--- src/rtl/serial_adder_ctrl.sv ---
// Bit-serial WIDTH-bit adder, LSB first, one full-adder cell plus a carry flop, start/done handshake.
// Optional signed-overflow output enabled by defining SERIAL_ADD_OVF_EN.
module serial_adder_ctrl #(
    parameter int WIDTH = 8
) (
    input  logic             clk,
    input  logic             rst,
    input  logic             start,
    input  logic [WIDTH-1:0] a,
    input  logic [WIDTH-1:0] b,
    input  logic             cin,
    output logic             busy,
    output logic             done,
    output logic [WIDTH-1:0] sum,
    output logic             cout
`ifdef SERIAL_ADD_OVF_EN
   ,output logic             ovf
`endif
);

    localparam int CW = (WIDTH > 1) ? $clog2(WIDTH) : 1;
    localparam logic [CW-1:0] LAST_BIT = CW'(WIDTH - 1);

    typedef enum logic [1:0] {
        IDLE = 2'd0,
        RUN  = 2'd1,
        DONE = 2'd2
    } state_t;

    state_t           r_state;
    state_t           w_state_nxt;
    logic [WIDTH-1:0] r_a_sh;
    logic [WIDTH-1:0] r_b_sh;
    logic             r_c;
    logic [CW-1:0]    r_cnt;
    logic [WIDTH-1:0] r_sum;
    logic             r_cout;
    logic             w_last;

    // Full adder built from two half-adder stages.
    logic w_h1_s, w_h1_c, w_s, w_h2_c, w_c_nxt;

    assign w_h1_s  = r_a_sh[0] ^ r_b_sh[0];
    assign w_h1_c  = r_a_sh[0] & r_b_sh[0];
    assign w_s     = w_h1_s ^ r_c;
    assign w_h2_c  = w_h1_s & r_c;
    assign w_c_nxt = w_h1_c | w_h2_c;
    assign w_last  = (r_cnt == LAST_BIT);

    always_ff @(posedge clk or posedge rst) begin
        if (rst) begin
            r_state <= IDLE;
        end else begin
            r_state <= w_state_nxt;
        end
    end

    always_comb begin
        w_state_nxt = r_state;
        case (r_state)
            IDLE:    if (start) w_state_nxt = RUN;
            RUN:     if (w_last) w_state_nxt = DONE;
            DONE:    w_state_nxt = IDLE;
            default: w_state_nxt = IDLE;
        endcase
    end

    always_comb begin
        busy = 1'b0;
        done = 1'b0;
        case (r_state)
            RUN:     busy = 1'b1;
            DONE:    begin busy = 1'b1; done = 1'b1; end
            default: begin busy = 1'b0; done = 1'b0; end
        endcase
    end

    always_ff @(posedge clk or posedge rst) begin
        if (rst) begin
            r_a_sh <= '0;
            r_b_sh <= '0;
            r_c    <= 1'b0;
            r_cnt  <= '0;
            r_sum  <= '0;
            r_cout <= 1'b0;
        end else if (r_state == IDLE) begin
            if (start) begin
                r_a_sh <= a;
                r_b_sh <= b;
                r_c    <= cin;
                r_cnt  <= '0;
            end
        end else if (r_state == RUN) begin
            r_sum  <= {w_s, r_sum[WIDTH-1:1]};
            r_a_sh <= {1'b0, r_a_sh[WIDTH-1:1]};
            r_b_sh <= {1'b0, r_b_sh[WIDTH-1:1]};
            r_c    <= w_c_nxt;
            if (w_last) begin
                r_cout <= w_c_nxt;
            end else begin
                r_cnt <= r_cnt + 1'b1;
            end
        end
    end

`ifdef SERIAL_ADD_OVF_EN
    logic r_ovf;

    // On the final bit r_c is the carry into the MSB.
    always_ff @(posedge clk or posedge rst) begin
        if (rst) begin
            r_ovf <= 1'b0;
        end else if (r_state == RUN && w_last) begin
            r_ovf <= r_c ^ w_c_nxt;
        end
    end

    assign ovf = r_ovf;
`endif

    assign sum  = r_sum;
    assign cout = r_cout;

endmodule
--- config.mk ---
export PLATFORM = sky130hd
export DESIGN_NAME = serial_adder_ctrl
export DESIGN_NICKNAME = d
export VERILOG_FILES = /design/src/rtl/serial_adder_ctrl.sv
export SDC_FILE = /design/constraint.sdc
export NUM_CORES = 1
export LEC_CHECK = 0
export CORE_MARGIN = 2
export CORE_UTILIZATION = 46
export DETAILED_ROUTE_END_ITERATION = 7
export GPL_TIMING_DRIVEN = 0
export HOLD_SLACK_MARGIN = 0.02
export PLACE_DENSITY = 0.86
export SLEW_MARGIN = 20
export SYNTH_ARGS = -nofsm -noshare
export SYNTH_HDL_FRONTEND = slang
export SYNTH_SLANG_ARGS = --single-unit
--- constraint.sdc ---
create_clock -name clk -period 1.4 [get_ports clk]
set_input_delay 0.28 -clock clk [delete_from_list [all_inputs] [get_ports clk]]
set_output_delay 0.28 -clock clk [all_outputs]
set_load 0.02 [all_outputs]
==> run metrics <==
Vert. Die Dim=about 63 µm; post-synthesis adder-cell area fraction=under 10%; clock transition at the registers of the reported paths=around 0.10 ns; Vias per Instance=roughly 5.5; detailed placer's ending HPWL=2400 µm; first-pass GRT wire length=just over 6000 µm; synthesis-to-finish area growth=49.8%; crit-path leading delay family=flip-flops; maximum root-to-sink buffer count=2; DRC violations left=0; maximum capacitance violations=0; FMAX=~0.7 GHz; Syn Area/Cell=about 11 µm²; clk_skew=about 0.0069 ns; syn nets=167; share of cells above drive strength 1=between 40% and 50%; Arr. time, crit path=1.69 ns; Clock Latency Late Sink=roughly 0.34 ns; crit path cell chain=ha_2 -> ha_4 -> and2b_2 -> mux2i_1 -> o21ai_1; Worst-Margin Slew=approximately 0.66 ns; post-synthesis compound-gate area fraction=approximately an eighth; Yosys warning count=0; Num CTS Buffers=5; Rows=21; ANT cells=0; mux cell area share after synthesis=16.7%; CP Capture Type=flop; via count=around 1300; Final #Nets=roughly 210; Post-Route WL=4030 µm; Leak=around 1 nW; Layout fillers=roughly 250; antenna violations before repair=0; Initial Utilization=about 48%; non-filler instance count after layout=between 200 and 250; power density over the cells=around 2400 mW/mm²; H-Tree Depth=2; CP required=approximately 1.6 ns; Synth Area in XOR/XNOR=less than 1%; initial DRC count=43; GR Util All Layers=19.8%; endpoints failing hold=0; Critical path origin=r_cnt[0]; Unique masters post-synth=25; failing checks=setup timing; normalized max-slew margin=56.1%; worst r2r src=r_cnt[0]; largest family of logic cells by synthesized area=multiplexers; TritonCTS clock tree=yes; core footprint=about 0.0033 mm²; critical path class=flop to flop; IO Count=31; # hold bufs at CTS=0; Period minus WS final=1.47 ns; gp weighted congestion=around 0.80; Mapped Cells=about 140; HP Start=start; Root Driver=clkbuf_4; sequential share of the synthesized area=48.2%; Initial DRT Pass Iterations=4; final worst slack=-0.0696 ns; largest net degree at the start of global routing=32; CP Launch Type=flop; post-synthesis cell area=about 0.0016 mm²; Slew Viols, Final=0; Die ar.=about 0.0040 mm²; Post-DRT Antenna Nets=0; drt wl/cell=between 15 and 20 µm; result of the run=finished with violations; Overall Power=5.80 mW; CP peak stage delay=~0.42 ns; vias in the first global route=around 1300; #FFs+latches synth=31; Final setup viols=15; VDD IR max=slightly above 0.001 V; global route total overflow=0; Placed Cells=approximately 220; Buf/Inv on CP=0; Synth Area in Simple Gates=10.8%; IO buf count=29; crit path max fanout=5; Chip Width=63.1 µm; Hold WS=roughly 0.26 ns; CP max stage cell=dfrtp_1; unrepaired setup endpoints after global routing=yes; HP Class=primary input to flop; final worst path period share=105%; DP Worst Slack=-0.292 ns; Clock Sinks=31
path summary, 6_finish.rpt:
kind	cells past startpoint	slack [ns]	endpoint
worst max-delay path	5	-0.07	r_cnt[1]
worst min-delay path	3	0.26	r_state[0]
worst min register to register	1	0.54	sum[6]
min in group asynchronous	2	0.34	r_a_sh[2]
worst max register to register	5	-0.07	r_cnt[1]
max in group asynchronous	2	0.63	r_b_sh[2]
report_power, final:
group	internal [mW]	total, mW	switching, mW
clock	0.422	0.749	0.327
sequential	1.32	1.72	0.391
combinational	1.73	3.34	1.60
total	3.48	5.80	2.32
logic make-up (layout without fill, tap and decap cells):
logic type,after synthesis,in the layout
multiplexers,25,25
flip-flops,31,31
XOR/XNOR,1,1
adder cells (fa/ha/maj),6,6
AO/OA/AOI/OAI,33,33
AND/OR/NAND/NOR,32,32
buffers and inverters,13,60
routing by layer:
metal | part of all wire (%) | track usage, % | vias to the layer above
li1 | - | - | 592
met4 | 4.0 | 9.17 | 0
met3 | 3.4 | 3.75 | 13
met1 | 41 | 24.0 | 644
met5 | 0 | 0 | -
met2 | 52 | 33.9 | 32
worst reg2reg max path: cells and delay by family, from the launching register on:
kind	cells	cell delay, ns
mux	1	0.21
compound gates	1	0.08
flops	1	0.42
fa+ha+maj	2	0.37
simple gates	1	0.28
state kept, by name, summed over array words and instances, names as in the netlist:
name     count
r_a_sh       8
r_cnt        3
r_state      2
cout         1
r_b_sh       8
r_c          1
sum          8
Yosys cell counts (all sizes together):
cell | number | share of area, %
a211oi | 11 | 5.1
a21oi | 13 | 4.0
a22o | 2 | 1.1
and2b | 4 | 1.9
buf | 9 | 4.4
clkbuf | 1 | 0.23
dfrtp | 31 | 48
fa | 1 | 1.2
ha | 5 | 3.9
inv | 3 | 0.70
mux2 | 12 | 8.6
mux2i | 13 | 8.1
nand2 | 4 | 0.93
nand2b | 2 | 0.78
nand3b | 1 | 0.70
nor2 | 11 | 2.6
nor2b | 9 | 3.5
o21ai | 2 | 0.62
o22ai | 5 | 2.3
or2b | 1 | 0.47
xnor2 | 1 | 0.54
stage by stage:
stage / cell area [µm²] / setup TNS (ns) / utilization [%]
after floorplan: 1620 / 0 / -
after global placement: 1960 / -8.88 / 58.9
after detailed placement: 1960 / -12.61 / 58.9
after CTS: 2180 / -0.364 / 65.3
after global routing: 2410 / -1.33 / 72.2
final: 2410 / -0.480 / 72.2
cells in the final DEF (no fill, tap or decap), drive strengths merged, types with 2 or more instances in the layout:
master         instances
nor2b                  9
o21ai                  2
and2b                  4
ha                     5
buf                   20
a22o                   2
a21oi                 13
dfrtp                 31
clkbuf                 8
o22ai                  5
a211oi                11
nor2                  11
nand2                  4
nand2b                 2
inv                    3
mux2i                 13
dlygate4sd2            9
clkdlybuf4s50         18
mux2                  12
cell type report:
class | count | area (µm²) | share of cell area [%]
buffer | 9 | 100 | 4.16
clock buffer | 6 | 51.3 | 2.13
clock inverter | 2 | 35.0 | 1.45
inverter | 3 | 11.3 | 0.468
multi-input combinational | 97 | 967 | 40.2
sequential | 31 | 776 | 32.2
tap | 46 | 57.6 | 2.39
timing repair buffer | 40 | 410 | 17.0
what timing repair did:
action | 4_1_cts | 5_1_grt
cloned | 0 | 2
resized for setup | 41 | 39
setup endpoints to repair | 42 | 23
endpoints found under the hold margin | 0 | 0
setup buffers | 7 | 2
pin swaps | 3 | 6
(Power assumes the default switching activity.)
